## src/rtl/pe_array_sequencer.sv

```systemverilog
`default_nettype none
// ============================================================================
// Module      : pe_array_sequencer
// Description : Tile control FSM for a square systolic PE array. It clears the
//               array, feeds operand beats, flushes the skew and pipeline,
//               waits for the reduction and reads the result out row by row.
// Revision    : 1.0 - initial release
// ============================================================================
module pe_array_sequencer #(
  parameter int ARRAY_DIM  = 4,
  parameter int PIPE_STAGE = 2,
  parameter int K_BITS     = 10
) (
  input  logic                                              clk,
  input  logic                                              reset,
  input  logic                                              start,
  input  logic [K_BITS-1:0]                                 k_len,
  input  logic                                              abort,
  output logic                                              busy,
  output logic                                              done,
  output logic                                              err,
  output logic                                              feed_req,
  input  logic                                              feed_ack,
  output logic                                              feed_zero,
  output logic                                              pe_reset,
  output logic                                              pe_done,
  output logic                                              out_valid,
  input  logic                                              out_ready,
  output logic [((ARRAY_DIM > 1) ? $clog2(ARRAY_DIM) : 1)-1:0] out_row
);

  localparam int ROW_W        = (ARRAY_DIM > 1) ? $clog2(ARRAY_DIM) : 1;
  localparam int c_flush_cyc  = 2 * (ARRAY_DIM - 1) + PIPE_STAGE + 2;
  localparam int c_reduce_cyc = 2 * PIPE_STAGE + 3;
  localparam int c_k_max      = (1 << K_BITS) - 1;
  localparam int c_cnt_max0   = (c_k_max > c_flush_cyc) ? c_k_max : c_flush_cyc;
  localparam int c_cnt_max    = (c_cnt_max0 > c_reduce_cyc) ? c_cnt_max0 : c_reduce_cyc;
  localparam int CNT_W        = $clog2(c_cnt_max + 1);

  localparam logic [2:0] c_st_idle    = 3'd0;
  localparam logic [2:0] c_st_clear   = 3'd1;
  localparam logic [2:0] c_st_feed    = 3'd2;
  localparam logic [2:0] c_st_flush   = 3'd3;
  localparam logic [2:0] c_st_done    = 3'd4;
  localparam logic [2:0] c_st_reduce  = 3'd5;
  localparam logic [2:0] c_st_readout = 3'd6;

  logic [2:0]        r_state;
  logic [CNT_W-1:0]  r_cnt;
  logic [K_BITS-1:0] r_k_len;
  logic [ROW_W-1:0]  r_row;
  logic              r_done;
  logic              r_err;
  logic              r_abort_clr;
  logic              w_abort;
  logic              w_last_row;

  assign w_abort    = abort && (r_state != c_st_idle);
  assign w_last_row = (r_row == ROW_W'(ARRAY_DIM - 1));

  always_ff @(posedge clk or posedge reset) begin
    if (reset) begin
      r_state     <= c_st_idle;
      r_cnt       <= '0;
      r_k_len     <= '0;
      r_row       <= '0;
      r_done      <= 1'b0;
      r_err       <= 1'b0;
      r_abort_clr <= 1'b0;
    end else begin
      r_done      <= 1'b0;
      r_err       <= 1'b0;
      r_abort_clr <= 1'b0;
      if (w_abort) begin
        // Abort beats every other transition; the array gets one extra clear.
        r_state     <= c_st_idle;
        r_cnt       <= '0;
        r_row       <= '0;
        r_abort_clr <= 1'b1;
      end else begin
        case (r_state)
          c_st_idle: begin
            if (start) begin
              if (k_len == '0) begin
                r_err <= 1'b1;
              end else begin
                r_k_len <= k_len;
                r_state <= c_st_clear;
              end
            end
          end
          c_st_clear: begin
            r_cnt   <= CNT_W'(r_k_len);
            r_state <= c_st_feed;
          end
          c_st_feed: begin
            if (feed_ack) begin
              if (r_cnt == CNT_W'(1)) begin
                r_cnt   <= CNT_W'(c_flush_cyc - 1);
                r_state <= c_st_flush;
              end else begin
                r_cnt <= r_cnt - CNT_W'(1);
              end
            end
          end
          c_st_flush: begin
            if (r_cnt == '0) begin
              r_state <= c_st_done;
            end else begin
              r_cnt <= r_cnt - CNT_W'(1);
            end
          end
          c_st_done: begin
            r_cnt   <= CNT_W'(c_reduce_cyc - 1);
            r_state <= c_st_reduce;
          end
          c_st_reduce: begin
            if (r_cnt == '0) begin
              r_row   <= '0;
              r_state <= c_st_readout;
            end else begin
              r_cnt <= r_cnt - CNT_W'(1);
            end
          end
          c_st_readout: begin
            if (out_ready) begin
              if (w_last_row) begin
                r_row   <= '0;
                r_done  <= 1'b1;
                r_state <= c_st_idle;
              end else begin
                r_row <= r_row + ROW_W'(1);
              end
            end
          end
          default: begin
            r_state <= c_st_idle;
          end
        endcase
      end
    end
  end

  // Edge operands are zeroed on feed bubbles and for the whole drain phase.
  assign feed_zero = ((r_state == c_st_feed) && !feed_ack) ||
                     (r_state == c_st_flush)  || (r_state == c_st_done) ||
                     (r_state == c_st_reduce) || (r_state == c_st_readout);
  assign busy      = (r_state != c_st_idle);
  assign feed_req  = (r_state == c_st_feed);
  assign pe_reset  = (r_state == c_st_clear) || r_abort_clr;
  assign pe_done   = (r_state == c_st_done);
  assign out_valid = (r_state == c_st_readout);
  assign out_row   = r_row;
  assign done      = r_done;
  assign err       = r_err;

endmodule
`default_nettype wire

```

## config.mk

```make
export PLATFORM = sky130hd
export DESIGN_NAME = pe_array_sequencer
export DESIGN_NICKNAME = d
export VERILOG_FILES = /design/src/rtl/pe_array_sequencer.sv
export SDC_FILE = /design/constraint.sdc
export NUM_CORES = 1
export LEC_CHECK = 0
export ABC_CLOCK_PERIOD_IN_PS = 3160
export CORE_MARGIN = 10
export CORE_UTILIZATION = 45
export CTS_BUF_LIST = sky130_fd_sc_hd__clkbuf_4
export DETAILED_ROUTE_END_ITERATION = 6
export PLACE_DENSITY = 0.77
export SETUP_SLACK_MARGIN = 0.3
export SLEW_MARGIN = 20
export SYNTH_ARGS = -nofsm -noshare
export SYNTH_HDL_FRONTEND = slang
export SYNTH_SLANG_ARGS = --single-unit
```

## constraint.sdc

```tcl
create_clock -name clk -period 3.16 [get_ports clk]
set_clock_uncertainty 0.05 [all_clocks]
set_input_delay 0.474 -clock clk [delete_from_list [all_inputs] [get_ports clk]]
set_output_delay 0.474 -clock clk [all_outputs]
set_load 0.01 [all_outputs]
```

; After elaboration in Yosys (flattened, before gate mapping)
; Cells that the tools add are included.
; W data, S select, Z words.
[totals]
wordCells = 76
inputBits = 16
regBits = 28
output_inout_bits = 10
[op_classes]
bitwise_logic = 2
eq_ne = 17
n_addsub = 2
n_reduce_logical = 19
mux = 29
[op_table]
columns = operator, count
row1 = $mux W10, 4
row2 = $pmux W10 S4, 1
row3 = $mux W3, 9
row4 = $pmux W3 S7, 1
row5 = $logic_not A10 Y1, 2
row6 = $ne A3 B3 Y1 const B, 5
row7 = $ne A3 B1 Y1 const B, 4
row8 = $eq A10 B1 Y1 const B, 1
row9 = $sub A10 B1 Y10 const B, 1
row10 = $eq A3 B3 Y1 const B, 3
row11 = $mux W1, 9
row12 = $mux W2, 4
row13 = $reduce_and A8 Y1, 1
row14 = $eq A3 B2 Y1 const B, 2
row15 = $reduce_and A3 Y1, 2
row16 = $reduce_bool A3 Y1, 2
row17 = $logic_or A1 B1 Y1, 5
row18 = $reduce_bool A5 Y1, 1
row19 = $pmux W2 S2, 1
row20 = $reduce_and A4 Y1, 1
row21 = $eq A3 B1 Y1 const B, 1
row22 = $logic_not A3 Y1, 1
row23 = $add A2 B1 Y2 const B, 1
row24 = $eq A2 B2 Y1 const B, 1
row25 = other kinds (4), 6

; Logic depth before layout (Yosys ltp)
; Gate-level depths: netlist of run 1.
[depth]
ltp_word = 6
depth_mapped = 8

; Worst setup path after synthesis of run 1
; No wires, ideal clock.
[synth_timing]
kind = register to register
from = reg r_state[1]
to = reg r_cnt[3]
arrival_time_ns = 2.269
setup_time_ns = 0.067
setup_slack_ns = 0.774
path_stages_with_launch = 9
path_buffers = 2
t_required_ns = 3.043
synth_period_minus_slack_ns = 2.386
path_cell_list = dfrtp_1 clkbuf_1 inv_1 ha_1 clkbuf_1 a21o_1 a2111oi_0 o311a_1 a221o_1
[synth_via]
elab_chain_cells = 4
word_cells_on_any_way = 14
[synth_rtl]
columns = item, line_no
row1 = "start, declared", 48  ; logic [2:0] r_state;
row2 = "start signal, assigned", 63  ; r_state <= c_st_idle;
row3 = "start signal, assigned", 76  ; r_state <= c_st_idle;
row4 = "start signal, assigned", 88  ; r_state <= c_st_clear;
row5 = "$eq A3 B2 Y1, or another cell as far along", 81  ; case (r_state)
row6 = $reduce_or A2 Y1 (no source line) or $logic_and A1 B1 Y1 (tied branches), --
row7 = "$pmux W10 S4, or another cell as far along", 81
row8 = $mux W10 or $reduce_and A3 Y1 (tied branches), --
row9 = "end signal, assigned", 93  ; r_cnt <= CNT_W'(r_k_len);
row10 = "end signal, assigned", 99  ; r_cnt <= CNT_W'(c_flush_cyc - 1);
row11 = "end signal, assigned", 102  ; r_cnt <= r_cnt - CNT_W'(1);
row12 = "end, declared", 49  ; logic [CNT_W-1:0] r_cnt;
; Several ways; a longest one is shown, not always the timed one.
; A chain may end at the register's enable or synchronous reset.

; Worst setup path after layout of run 1
[layout_timing]
from = reg r_state[2]
to = out pe_done
[layout_via]
elab_chain_cells = 1
[layout_rtl]
columns = item, line_no
row1 = $eq A3 B3 Y1, 151  ; assign pe_done = (r_state == c_st_done);
row2 = "end, declared", 26  ; output logic pe_done,
; No other way between the ends.

==> flow_metrics.py, run 1 <==
metrics = {
    "power": {
        "p_sw_frac": 0.4433,
        "seqPwrFrac": 0.309,
        "pwr-share-clk": 0.114,
        "switchingPower_mw": 0.9398,
        "p_comb_frac": 0.577,
        "p_int_mw": 1.180,
        "total_power_mw": 2.120,
        "p_per_area_nw_per_um2": 982.9,
        "p_leak_nw": 0.9380,
        "ir_drop_mv": 0.4936,
    },
    "route": {
        "vias": 1619,
        "drt_wl_total_um": 4472,
        "dr.pass1.iters": 4,
        "drc": 0,
        "viasPerCell": 6.086,
        "ant_nets": 0,
        "drtIter0Drc": 225,
        "routedWlPerCell_um": 16.81,
    },
    "placed_design": {
        "hpwl_um": 3339,
        "port_buffers": 25,
        "gp_congestion": 0.8530,
        "pre_cts_slack_ns": 0.4221,
        "post_dp_cell_area_um2": 2105,
    },
    "timing": {
        "final-setup-viol-count": 0,
        "hold_viol_final": 0,
        "slew_viol_final": 0,
        "fin_ws_ns": 0.4873,
        "rsz0062_at_grt": "false",
        "finalSetupTns_ns": 0,
        "min_period_over_period": 0.8458,
        "slew_headroom": 0.5478,
        "worst_slew_pin_slew_ns": 0.6722,
        "hold_slack_ns": 0.4139,
        "fmax_ghz": 0.3741,
        "min_period_ns": 2.673,
    },
    "global_routing": {
        "antenna_found_initial": 0,
        "grt_pass1_vias": 1662,
        "grt_pass1_wl_um": 7941,
        "grt_max_degree": 29,
        "overflow": 0,
        "track_usage": 0.1294,
    },
    "logic_synthesis": {
        "syn_area_per_cell_um2": 9.316,
        "syn-instance-count": 193,
        "syn_area_um2": 1798,
        "yosysTopAreaCell": "dfrtp_1",
        "synth.distinct_cells": 53,
        "syn-num-nets": 214,
        "ys_seq_area_frac": 0.3897,
        "netlist_top_cells_area": "dfrtp_1, mux2_2, a21oi_1",
        "synth_top_area_share": 0.3897,
        "synth-async-reset-ratio": 1.000,
        "yosys-top-cells-count": "dfrtp_1, a21oi_1, nand2_1",
        "synth_most_common_cell": "dfrtp_1",
        "ys_ff_latch": 28,
        "synth_ff_type": "dfrtp_1",
        "ys_warn_count": 0,
        "synth_edf_count": 0,
    },
    "worst_setup_path": {
        "worstSetupEndpointType": "output port",
        "critical_path_class": "flip-flop to output port",
        "startpoint_type": "flip-flop",
        "r2r_start": "r_cnt[0]$_DFFE_PP0P_",
        "cp-startpoint": "r_state[2]$_DFFE_PP0P_",
        "worstPathArrival_ns": 2.15,
        "cp_max_fo": 10,
        "required_ns": 2.64,
    },
    "cts": {
        "clockBufferDepth": 2,
        "cts_tree": "built",
        "ctsRootBufferMaster": "clkbuf_4",
        "cts_max_level": 1,
        "clk_pin_slew_worst_paths_ns": 0.17,
        "cts-resized-gates": 0,
        "postCtsSetupBuffers": 0,
        "cts.sink_count": 28,
        "cts_hold_buf": 0,
        "cts_buffers": 3,
        "clkLatencyLatePin_ns": 0.35,
    },
    "worst_hold_path": {
        "hold_class": "input pin to async pin",
    },
    "floorplanning": {
        "io_pins": 26,
        "fp.dieW_um": 83.21,
        "dieArea_um2": 6924,
        "core_um2": 3771,
        "row_count": 22,
        "initial_core_util": 0.4768,
        "fp.dieH_um": 83.21,
    },
    "outcome": {
        "run_status": "finished clean",
    },
    "layout": {
        "synthToLayoutAreaGrowth_pct": 19.97,
        "fin_area_um2": 2157,
        "n_fill_cell": 328,
        "diodes": 0,
        "drive_gt1_frac": 0.1330,
        "nets": 240,
    },
    "flow_run": {
        "drv_cap": 0,
    },
}
==> cells by family (layout without fill, tap and decap cells) <==
family,count (synthesis),after routing,share of synthesized area
AOI/OAI and AO/OA,58,58,0.2220
xor gates and xnor gates,4,4,0.01949
adders and majority gates,5,5,0.03479
buffers and inverters,21,46,0.04802
DFF,28,28,0.3897
muxes,13,13,0.08072
and+or+nand+nor,64,64,0.2053
==> flip-flops by register name (all words and copies together), names as in the netlist <==
name / flops
done: 1
err: 1
out_row: 2
r_abort_clr: 1
r_cnt: 10
r_k_len: 10
r_state: 3
==> worst max-delay path, cell delays in order (launching register included) <==
cell and delay, ns:
dfrtp_1 0.54, buf_4 0.23, nor2b_1 0.26, nand2_1 0.17, inv_1 0.09, clkdlybuf4s50_1 0.53
==> worst paths after layout <==
check,to,slack (ns),depth (start not counted)
min in group clk,out_row[1]$_DFFE_PP0P_,0.49,1
hold / removal,r_cnt[4]$_DFFE_PP0P_,0.41,3
setup / recovery,pe_done,0.49,5
setup reg to reg,r_cnt[3]$_DFFE_PP0P_,0.55,8
hold reg to reg,out_row[1]$_DFFE_PP0P_,0.49,1
max in group asynchronous,r_k_len[4]$_DFFE_PP0P_,2.36,3
==> per-layer routing <==
metal  global-route usage  up-vias  part of all wire
li1                     -      773                 -
met1               0.1705      767              0.46
met2               0.2102       74              0.47
met3              0.01953        5             0.063
met4              0.03846        0            0.0098
met5                    0        -                 0
==> final cells by class <==
class | instances | area, um^2 | area share
Clock inverter | 1 | 30.03 | 0.01392
Clock buffer | 3 | 22.52 | 0.01044
Inverter | 12 | 45.04 | 0.02088
Tap cell | 48 | 60.06 | 0.02784
Sequential cell | 28 | 700.7 | 0.3248
Timing Repair Buffer | 30 | 287.8 | 0.1334
Multi-Input combinational cell | 144 | 1011 | 0.4687
==> stage by stage <==
step	std cells	util
CTS	266	0.5720
finish	266	0.5720
global route	266	0.5720
detailed placement	262	0.5581
floorplan	193	-
global placement	262	0.5581
==> power groups by stage <==
| stage | clock network (mW) | registers (mW) | logic (mW) |
|---|---|---|---|
| 6_report | 0.243 | 0.654 | 1.22 |
| 5_1_grt | 0.260 | 0.680 | 1.36 |
| 4_1_cts | 0.245 | 0.648 | 1.22 |
| 3_5_place_dp | 0 | 0.658 | 1.20 |
| 3_3_place_gp | 0 | 0.654 | 1.18 |
| 2_1_floorplan | 0 | 0.588 | 0.958 |
==> placed cells by master (no fill, tap or decap), drive strengths merged, types with 5 or more instances in the layout <==
master and instances:
o21ai 10, dfrtp 28, nor4 6, inv 12
a21oi 16, clkdlybuf4s50 25, ha 5, buf 5
nor2 12, a22oi 5, nor3 9, nand2 14
mux2 12
(Power assumes the default switching activity.)
==> run 2, diff against run 1 <==
ABC_CLOCK_PERIOD_IN_PS = 2400   (was 3160)
PLACE_DENSITY = 0.8   (was 0.77)
clock period = 2.4 ns   (was 3.16 ns; I/O delays follow)
==> flow_metrics.py, run 2 (same netlist as run 1, synthesis figures left out) <==
metrics = {
    "global_routing": {
        "overflow": 0,
        "grt_pass1_wl_um": 8452,
        "grt_max_degree": 29,
        "grt_pass1_vias": 1729,
        "track_usage": 0.1405,
        "antenna_found_initial": 0,
    },
    "placed_design": {
        "post_dp_cell_area_um2": 2177,
        "port_buffers": 25,
        "hpwl_um": 3439,
        "gp_congestion": 0.9297,
    },
    "worst_setup_path": {
        "critical_path_class": "flip-flop to flip-flop",
        "cp_max_fo": 5,
        "worstSetupEndpointType": "flip-flop",
        "startpoint_type": "flip-flop",
        "worstPathArrival_ns": 2.45,
        "required_ns": 2.60,
    },
    "layout": {
        "diodes": 0,
        "final_cell_mix": "buf_4, dfrtp_1, clkdlybuf4s50_1",
        "largestRegisters": "r_cnt x10, r_k_len x10, r_state x3",
        "mostFrequentLayoutCell": "buf_4",
        "synthToLayoutAreaGrowth_pct": 37.93,
        "drive_gt1_frac": 0.3292,
        "nets": 262,
        "fin_area_um2": 2480,
        "n_fill_cell": 282,
    },
    "floorplanning": {
        "core_um2": 3771,
        "initial_core_util": 0.4768,
        "dieArea_um2": 6924,
        "row_count": 22,
        "fp.dieW_um": 83.21,
        "io_pins": 26,
        "fp.dieH_um": 83.21,
    },
    "route": {
        "wl_met1_um": 2142,
        "viasPerCell": 6.059,
        "maxUsedRoutingLayer": "met4",
        "wl_met3_um": 341,
        "met2WireLength_um": 2644,
        "ant_nets": 0,
        "dr.pass1.iters": 6,
        "drt_wl_total_um": 5232,
        "drc": 0,
        "routedWlPerCell_um": 18.17,
        "vias": 1745,
        "drtIter0Drc": 239,
    },
    "timing": {
        "rsz0062_at_grt": "true",
        "slew_headroom": 0.6898,
        "slew_viol_final": 0,
        "min_period_over_period": 0.9341,
        "final-setup-viol-count": 0,
        "hold_viol_final": 0,
        "fmax_ghz": 0.4460,
        "worst_slew_pin_slew_ns": 0.4625,
        "finalSetupTns_ns": 0,
        "min_period_ns": 2.242,
    },
    "cts": {
        "clockBufferDepth": 2,
        "cts_tree": "built",
        "cts_buffers": 3,
        "cts.sink_count": 28,
        "clkLatencyLatePin_ns": 0.34,
        "cts_max_level": 1,
        "ctsRootBufferMaster": "clkbuf_4",
        "clk_pin_slew_worst_paths_ns": 0.16,
    },
    "flow_run": {
        "drv_cap": 0,
    },
    "power": {
        "p_leak_nw": 1.092,
        "ir_drop_mv": 0.6145,
        "p_per_area_nw_per_um2": 1337,
    },
    "outcome": {
        "run_status": "finished clean",
    },
    "worst_hold_path": {
        "hold_class": "input pin to async pin",
    },
}
## run 2: cell count changes in the layout (fill, tap and decap cells not counted), sizes merged
| cell | delta |
|---|---|
| buf | +22 |
| clkbuf | +1 |
| clkdlybuf4s50 | -5 |
| dlygate4sd2 | +3 |
| dlymetal6s2s | +1 |
## run 2: path summary, 6_finish.rpt
kind | endpoint | cells past startpoint | start | slack [ns]
setup / recovery | r_cnt[6]$_DFFE_PP0P_ | 7 | r_cnt[0]$_DFFE_PP0P_ | 0.16
hold / removal | out_row[1]$_DFFE_PP0P_ | 3 | reset | 0.32
setup reg to reg | r_cnt[6]$_DFFE_PP0P_ | 7 | r_cnt[0]$_DFFE_PP0P_ | 0.16
hold reg to reg | r_k_len[8]$_DFFE_PP0P_ | 1 | r_k_len[8]$_DFFE_PP0P_ | 0.48
max in group asynchronous | r_state[2]$_DFFE_PP0P_ | 3 | reset | 1.69
min in group clk | r_k_len[8]$_DFFE_PP0P_ | 1 | r_k_len[8]$_DFFE_PP0P_ | 0.48
## run 2: routing by layer
metal / vias up / global-route usage
li1: 820 / -
met1: 828 / 0.1839
met2: 84 / 0.2353
met3: 13 / 0.01563
met4: 0 / 0.03846
met5: - / 0
## run 2: final cells by class
type	instances	area (um^2)	area share
multi-input combinational	144	1167	0.4707
sequential	28	704.4	0.2841
timing repair buffer	52	450.4	0.1816
tap	48	60.06	0.02422
inverter	12	45.04	0.01816
clock inverter	1	30.03	0.01211
clock buffer	3	22.52	0.009082
## run 2: per-stage QoR
stage | total power, mW | worst slack, ns | cells | util | hold WS (ns)
5_1_grt | 3.548 | 0.1161 | 288 | 0.6576 | 0.3375
3_3_place_gp | 2.490 | 0.1211 | 269 | 0.5773 | 0.4437
2_1_floorplan | 2.065 | 0.1886 | 193 | - | 0.3753
4_1_cts | 3.060 | 0.1549 | 284 | 0.6337 | 0.3323
3_5_place_dp | 2.508 | 0.09056 | 269 | 0.5773 | 0.4514
6_report | 3.316 | 0.1581 | 288 | 0.6576 | 0.3182
## run 2: repair_timing
| item | in CTS | in global routing |
|---|---|---|
| pin swaps | 2 | 7 |
| setup buffers | 11 | 4 |
| resized for setup | 22 | 21 |
| endpoints found under the hold margin | 0 | 0 |
| setup endpoints to repair | 19 | 15 |
| hold buffers | 0 | 0 |
## run 2: worst max-delay path, stage by stage, from the launching register on
cell and delay [ns]:
dfrtp_2 0.44, inv_2 0.08, ha_4 0.13, or4b_4 0.52, buf_6 0.16, or2_4 0.23
a221o_1 0.30, a32o_1 0.26
## run 2: where the power goes
part	internal, mW	leakage (nW)	switching, mW
clock network	0.169	0.0279	0.152
registers	0.651	0.355	0.170
logic	1.01	0.708	1.16
total	1.83	1.09	1.49
